[src/rtl/ball_motion_ctrl.sv]
// Pong frame sequencer: latches collisions across the active frame,
// resolves them once per VBlank tick, and runs serve/point/over flow.
module ball_motion_ctrl #(
  parameter int p_SERVE_FRAMES = 60,
  parameter int p_POINT_FRAMES = 30,
  parameter int p_WIN_SCORE    = 9,
  parameter int p_SCORE_W      = 4
) (
  input  logic                 i_Clk,
  input  logic                 i_Rst_n,
  input  logic                 i_VBlank,
  input  logic                 i_Start,
  input  logic                 i_Hit_Top,
  input  logic                 i_Hit_Bottom,
  input  logic                 i_Hit_Paddle_L,
  input  logic                 i_Hit_Paddle_R,
  input  logic                 i_Miss_L,
  input  logic                 i_Miss_R,
  output logic                 o_VDir,
  output logic                 o_HDir,
  output logic                 o_Ball_En,
  output logic                 o_Ball_Reset,
  output logic                 o_Frame,
  output logic [p_SCORE_W-1:0] o_Score_L,
  output logic [p_SCORE_W-1:0] o_Score_R,
  output logic                 o_Game_Over
);

  localparam int MAX_F =
    (p_SERVE_FRAMES > p_POINT_FRAMES) ?
    p_SERVE_FRAMES : p_POINT_FRAMES;
  localparam int CNT_W = $clog2(MAX_F) + 1;

  localparam logic [CNT_W-1:0] SERVE_LAST =
    CNT_W'(p_SERVE_FRAMES - 1);
  localparam logic [CNT_W-1:0] POINT_LAST =
    CNT_W'(p_POINT_FRAMES - 1);
  localparam logic [p_SCORE_W-1:0] WIN =
    p_SCORE_W'(p_WIN_SCORE);

  localparam int E_TOP    = 0;
  localparam int E_BOT    = 1;
  localparam int E_PAD_L  = 2;
  localparam int E_PAD_R  = 3;
  localparam int E_MISS_L = 4;
  localparam int E_MISS_R = 5;

  typedef enum logic [2:0] {
    S_IDLE,
    S_SERVE,
    S_PLAY,
    S_POINT,
    S_OVER
  } state_t;

  state_t               state, state_nxt;
  logic                 vb_q, frame_q;
  logic [5:0]           evt_q, evt_nxt, evt_in, evt;
  logic [CNT_W-1:0]     cnt_q, cnt_nxt;
  logic [p_SCORE_W-1:0] score_l_q, score_l_nxt;
  logic [p_SCORE_W-1:0] score_r_q, score_r_nxt;
  logic                 vdir_q, vdir_nxt;
  logic                 hdir_q, hdir_nxt;
  logic                 ball_reset_q;
  logic                 miss_any, score_win;

  function automatic logic [p_SCORE_W-1:0] sat_inc(
    input logic [p_SCORE_W-1:0] s
  );
    return (s == WIN) ? s : s + 1'b1;
  endfunction

  assign evt_in = {i_Miss_R, i_Miss_L,
                   i_Hit_Paddle_R, i_Hit_Paddle_L,
                   i_Hit_Bottom, i_Hit_Top};
  // live input counts too, so an event on the tick cycle is not lost
  assign evt       = evt_q | evt_in;
  assign miss_any  = evt[E_MISS_L] | evt[E_MISS_R];
  assign score_win = (score_l_q == WIN) ||
                     (score_r_q == WIN);

  always_comb begin
    state_nxt   = state;
    cnt_nxt     = cnt_q;
    evt_nxt     = '0;
    score_l_nxt = score_l_q;
    score_r_nxt = score_r_q;
    vdir_nxt    = vdir_q;
    hdir_nxt    = hdir_q;
    unique case (state)
      S_IDLE: begin
        if (i_Start) state_nxt = S_SERVE;
      end
      S_SERVE: begin
        if (frame_q) begin
          if (cnt_q == SERVE_LAST) state_nxt = S_PLAY;
          else cnt_nxt = cnt_q + 1'b1;
        end
      end
      S_PLAY: begin
        if (!frame_q) begin
          evt_nxt = evt;
        end else begin
          if (evt[E_TOP] && !evt[E_BOT]) vdir_nxt = 1'b1;
          if (evt[E_BOT] && !evt[E_TOP]) vdir_nxt = 1'b0;
          if (miss_any) begin
            state_nxt = S_POINT;
            // serve goes toward the player who missed
            if (evt[E_MISS_L] && !evt[E_MISS_R]) begin
              score_r_nxt = sat_inc(score_r_q);
              hdir_nxt    = 1'b0;
            end
            if (evt[E_MISS_R] && !evt[E_MISS_L]) begin
              score_l_nxt = sat_inc(score_l_q);
              hdir_nxt    = 1'b1;
            end
          end else if (evt[E_PAD_L] && evt[E_PAD_R]) begin
            hdir_nxt = ~hdir_q;
          end else if (evt[E_PAD_L]) begin
            hdir_nxt = 1'b1;
          end else if (evt[E_PAD_R]) begin
            hdir_nxt = 1'b0;
          end
        end
      end
      S_POINT: begin
        if (frame_q) begin
          if (cnt_q == POINT_LAST)
            state_nxt = score_win ? S_OVER : S_SERVE;
          else
            cnt_nxt = cnt_q + 1'b1;
        end
      end
      S_OVER: begin
        if (i_Start) begin
          state_nxt   = S_SERVE;
          score_l_nxt = '0;
          score_r_nxt = '0;
          vdir_nxt    = 1'b1;
          hdir_nxt    = 1'b1;
        end
      end
      default: state_nxt = S_IDLE;
    endcase
    if (state_nxt != state) cnt_nxt = '0;
  end

  always_ff @(posedge i_Clk or negedge i_Rst_n) begin
    if (!i_Rst_n) begin
      state        <= S_IDLE;
      vb_q         <= 1'b0;
      frame_q      <= 1'b0;
      evt_q        <= '0;
      cnt_q        <= '0;
      score_l_q    <= '0;
      score_r_q    <= '0;
      vdir_q       <= 1'b1;
      hdir_q       <= 1'b1;
      ball_reset_q <= 1'b0;
    end else begin
      state        <= state_nxt;
      vb_q         <= i_VBlank;
      frame_q      <= i_VBlank & ~vb_q;
      evt_q        <= evt_nxt;
      cnt_q        <= cnt_nxt;
      score_l_q    <= score_l_nxt;
      score_r_q    <= score_r_nxt;
      vdir_q       <= vdir_nxt;
      hdir_q       <= hdir_nxt;
      ball_reset_q <= (state_nxt == S_SERVE) &&
                      (state != S_SERVE);
    end
  end

  assign o_VDir       = vdir_q;
  assign o_HDir       = hdir_q;
  assign o_Ball_En    = (state == S_PLAY);
  assign o_Ball_Reset = ball_reset_q;
  assign o_Frame      = frame_q;
  assign o_Score_L    = score_l_q;
  assign o_Score_R    = score_r_q;
  assign o_Game_Over  = (state == S_OVER);

endmodule

[config.mk]
export PLATFORM = sky130hd
export DESIGN_NAME = ball_motion_ctrl
export DESIGN_NICKNAME = d
export VERILOG_FILES = /design/src/rtl/ball_motion_ctrl.sv
export SDC_FILE = /design/constraint.sdc
export NUM_CORES = 1
export LEC_CHECK = 0
export CAP_MARGIN = 20
export CORE_MARGIN = 4
export CORE_UTILIZATION = 48
export DETAILED_ROUTE_END_ITERATION = 10
export PLACE_DENSITY = 0.72
export SLEW_MARGIN = 25
export SYNTH_ARGS = -nofsm -noshare
export SYNTH_HDL_FRONTEND = slang
export SYNTH_SLANG_ARGS = --single-unit
[constraint.sdc]
create_clock -name i_Clk -period 1.6 [get_ports i_Clk]
set_input_delay 0.24 -clock i_Clk [delete_from_list [all_inputs] [get_ports i_Clk]]
set_output_delay 0.24 -clock i_Clk [all_outputs]
set_load 0.01 [all_outputs]
==> results of run 1 <==
area by class of cell:
type	instances	area share, %
timing repair buffer	69	24.48
clock buffer	7	2.657
inverter	9	1.380
tap	46	2.351
multi-input combinational	125	38.99
sequential	29	29.94
clock inverter	1	0.2044
stage by stage:
stage / utilization, % / total power, mW / setup slack (ns) / instances
2_1_floorplan: - / 1.023 / -0.02125 / 169
3_3_place_gp: 64.72 / 1.241 / -0.3279 / 266
3_5_place_dp: 64.72 / 1.267 / -0.4166 / 266
4_1_cts: 67.53 / 1.787 / -0.08686 / 274
5_1_grt: 73.38 / 1.972 / -0.1607 / 286
6_report: 73.38 / 1.862 / -0.08167 / 286
where the power goes:
part / total, mW / switching, mW / leakage, nW / internal, mW
combinational: 0.513 / 0.226 / 0.734 / 0.287
sequential: 0.839 / 0.0505 / 0.381 / 0.789
clock: 0.510 / 0.255 / 0.0413 / 0.254
cells by family (layout without fill, tap and decap cells):
group / after synthesis / after routing
mux: 1 / 1
xor+xnor: 4 / 4
compound gates: 41 / 41
flops: 29 / 29
buf+inv: 15 / 86
simple gates: 70 / 70
fa+ha+maj: 9 / 9
worst min path at each step:
| stage | end | cells past startpoint |
|---|---|---|
| final | cnt_q[1]$_DFFE_PN0P_ | 2 |
| after global routing | o_Score_R[1]$_DFFE_PN0P_ | 2 |
| after CTS | evt_q[4]$_DFF_PN0_ | 2 |
| after detailed placement | o_Frame$_DFF_PN0_ | 1 |
| after global placement | o_Frame$_DFF_PN0_ | 1 |
| after floorplan | cnt_q[0]$_DFFE_PN0P_ | 0 |
sequential cells by signal, summed over array words and instances, names as in the netlist:
signal,cells
o_Frame,1
vb_q,1
o_Score_L,4
o_HDir,1
o_Ball_Reset,1
evt_q,6
state,3
cnt_q,7
o_Score_R,4
o_VDir,1
worst max-delay path, stage by stage, from the launching register on:
cell     delay [ns]
dfrtp_1        0.39
inv_1          0.06
ha_2           0.18
and4b_2        0.24
and2_4         0.16
or4_4          0.47
a21oi_2        0.13
routing by layer:
metal | track usage, % | wire [um] | vias to the layer above | share of wire (%)
met5 | 0 | 0 | - | 0
met4 | 8.122 | 68 | 0 | 1.6
met3 | 5.228 | 125 | 8 | 3.0
met2 | 38.24 | 2217 | 31 | 53
met1 | 24.36 | 1753 | 764 | 42
li1 | - | - | 753 | -
cells in the mapped netlist (2+ instances only):
master	count	area (um2)
o22ai_1	2	12.51
nand4b_1	3	26.28
a211oi_1	4	30.03
dfstp_2	2	52.55
ha_1	9	112.6
nand3b_1	4	30.03
nor2b_1	5	31.28
inv_1	9	33.78
xnor2_1	4	35.03
nor3b_1	2	15.01
nand4_1	3	18.77
o21ai_0	11	55.05
nand2b_1	3	18.77
a21oi_1	8	40.04
nor3_1	2	10.01
buf_4	2	15.01
o31ai_1	3	22.52
nand3_1	10	50.05
nand2_1	6	22.52
buf_2	2	10.01
dfrtp_1	27	675.7
o211ai_1	3	22.52
or3_1	2	12.51
nor2_1	20	75.07
what timing repair did:
item | in CTS | in global routing
hold endpoints to repair | 0 | 0
gates resized for setup | 17 | 23
buffers inserted | 0 | 12
pin swaps | 2 | 15
endpoints found under the setup margin | 20 | 21
==> flow_summary.json, run 1 <==
{
  "min_period_over_period_pct": 105.1,
  "antenna_found_initial": 0,
  "drive_gt1_share_pct": 35.42,
  "ios": 24,
  "ant_nets": 0,
  "avgSynthCellArea_um2": 9.750,
  "async_flop_share_pct": 100.0,
  "gr-usage-all-layers_pct": 21.40,
  "cts_buffers": 5,
  "wirelength_um": 4164,
  "drc": 0,
  "required_ns": 1.86,
  "overflow": 0,
  "hold_viol_final": 0,
  "synthAdderAreaFrac_pct": 6.834,
  "setup_viol": 4,
  "synth_compound_area_share_pct": 16.32,
  "synth_top_family_by_area": "simple AND/OR/NAND/NOR gates",
  "die_area_um2": 4434,
  "arrival_ns": 1.94,
  "dr.pass1.iters": 4,
  "grt_max_degree": 30,
  "peakVddDrop_mv": 0.4481,
  "worst_slack_ns": -0.08167,
  "report.final.slew_viol_count": 0,
  "worst-path-max-fanout": 5,
  "die_x_um": 66.59,
  "r2r_cells": 6,
  "grt_pass1_wl_um": 7196,
  "cts_tree": "built",
  "crit_type": "reg2reg",
  "nNetsFinal": 258,
  "yosysUniqueCellTypes": 47,
  "r2r-start": "cnt_q[1]$_DFFE_PN0P_",
  "cp-startpoint": "cnt_q[1]$_DFFE_PN0P_",
  "mostFrequentLayoutCells": "42 x buf_4, 23 x dfrtp_1, 17 x nor2_1",
  "htreeDepth": 2,
  "finalClockSkew_ns": 0.003135,
  "drv_cap": 0,
  "io_buffers": 23,
  "dr_total_vias": 1556,
  "end_kind": "register",
  "die_h_um": 66.59,
  "p_leak_nw": 1.156,
  "rows": 21,
  "postLayoutCellArea_um2": 2449,
  "holdWs_ns": 0.2926,
  "clkTransAtPathRegs_ns": 0.09,
  "max_freq_ghz": 0.5946,
  "coreArea_um2": 3337,
  "synth_simple_gate_area_share_pct": 25.44,
  "seqCellArea_um2": 733.2,
  "post_drt_wl_per_cell_um": 14.56,
  "synth_xor_area_share_pct": 2.126,
  "ys_seq_elements": 29,
  "gp_congestion": 0.9335,
  "fin_setup_tns_ns": -0.1783,
  "yosysWarnings": 0,
  "regToRegEndpoint": "cnt_q[5]$_DFFE_PN0P_",
  "ctsHoldBuffers": 0,
  "slew_headroom_pct": 75.30,
  "n_fill_cell": 249,
  "grt_pass1_vias": 1642,
  "clkSinkCount": 29,
  "start_util_pct": 49.38,
  "critPathLaunchType": "register",
  "synth_edf_count": 0,
  "vias_per_cell": 5.441,
  "final_common_cell": "buf_4",
  "violations": "negative setup slack",
  "synthFlopType": "dfrtp_1",
  "place_hpwl_um": 3019,
  "multi_input_area_um2": 954.7,
  "worst_pin_slew_ns": 0.3705,
  "initialDrtViolationCount": 58,
  "antenna_cells": 0,
  "rsz0062_at_grt": "yes",
  "hold_path.class": "in2async",
  "timing.final.crit_period_ns": 1.682,
  "power_density_nw_per_um2": 760.4,
  "crit_path_end": "cnt_q[5]$_DFFE_PN0P_",
  "synth_cells": 169,
  "netlist_area_um2": 1648,
  "yosysSeqAreaShare_pct": 44.19,
  "outcome": "finished with violations",
  "synth_nets": 188,
  "clockBufferDepth": 2,
  "clockRootBuffer": "clkbuf_4",
  "place_area_um2": 2160,
  "clock_latency_ns": 0.32,
  "synth.mux.area_fraction_pct": 0.6074,
  "area_growth_pct": 48.60,
  "reg2reg_slack_ns": -0.08
}
Note: power is estimated with default switching activity, not from simulation.
==> run 2: changes to the inputs <==
--- a/config.mk
+++ b/config.mk
@@ -10,7 +10,6 @@
 export CORE_UTILIZATION = 48
 export DETAILED_ROUTE_END_ITERATION = 10
 export PLACE_DENSITY = 0.72
-export SLEW_MARGIN = 25
 export SYNTH_ARGS = -nofsm -noshare
 export SYNTH_HDL_FRONTEND = slang
 export SYNTH_SLANG_ARGS = --single-unit
==> results of run 2 <==
No change in the layout: final DEF, timing and power equal those of run 1.
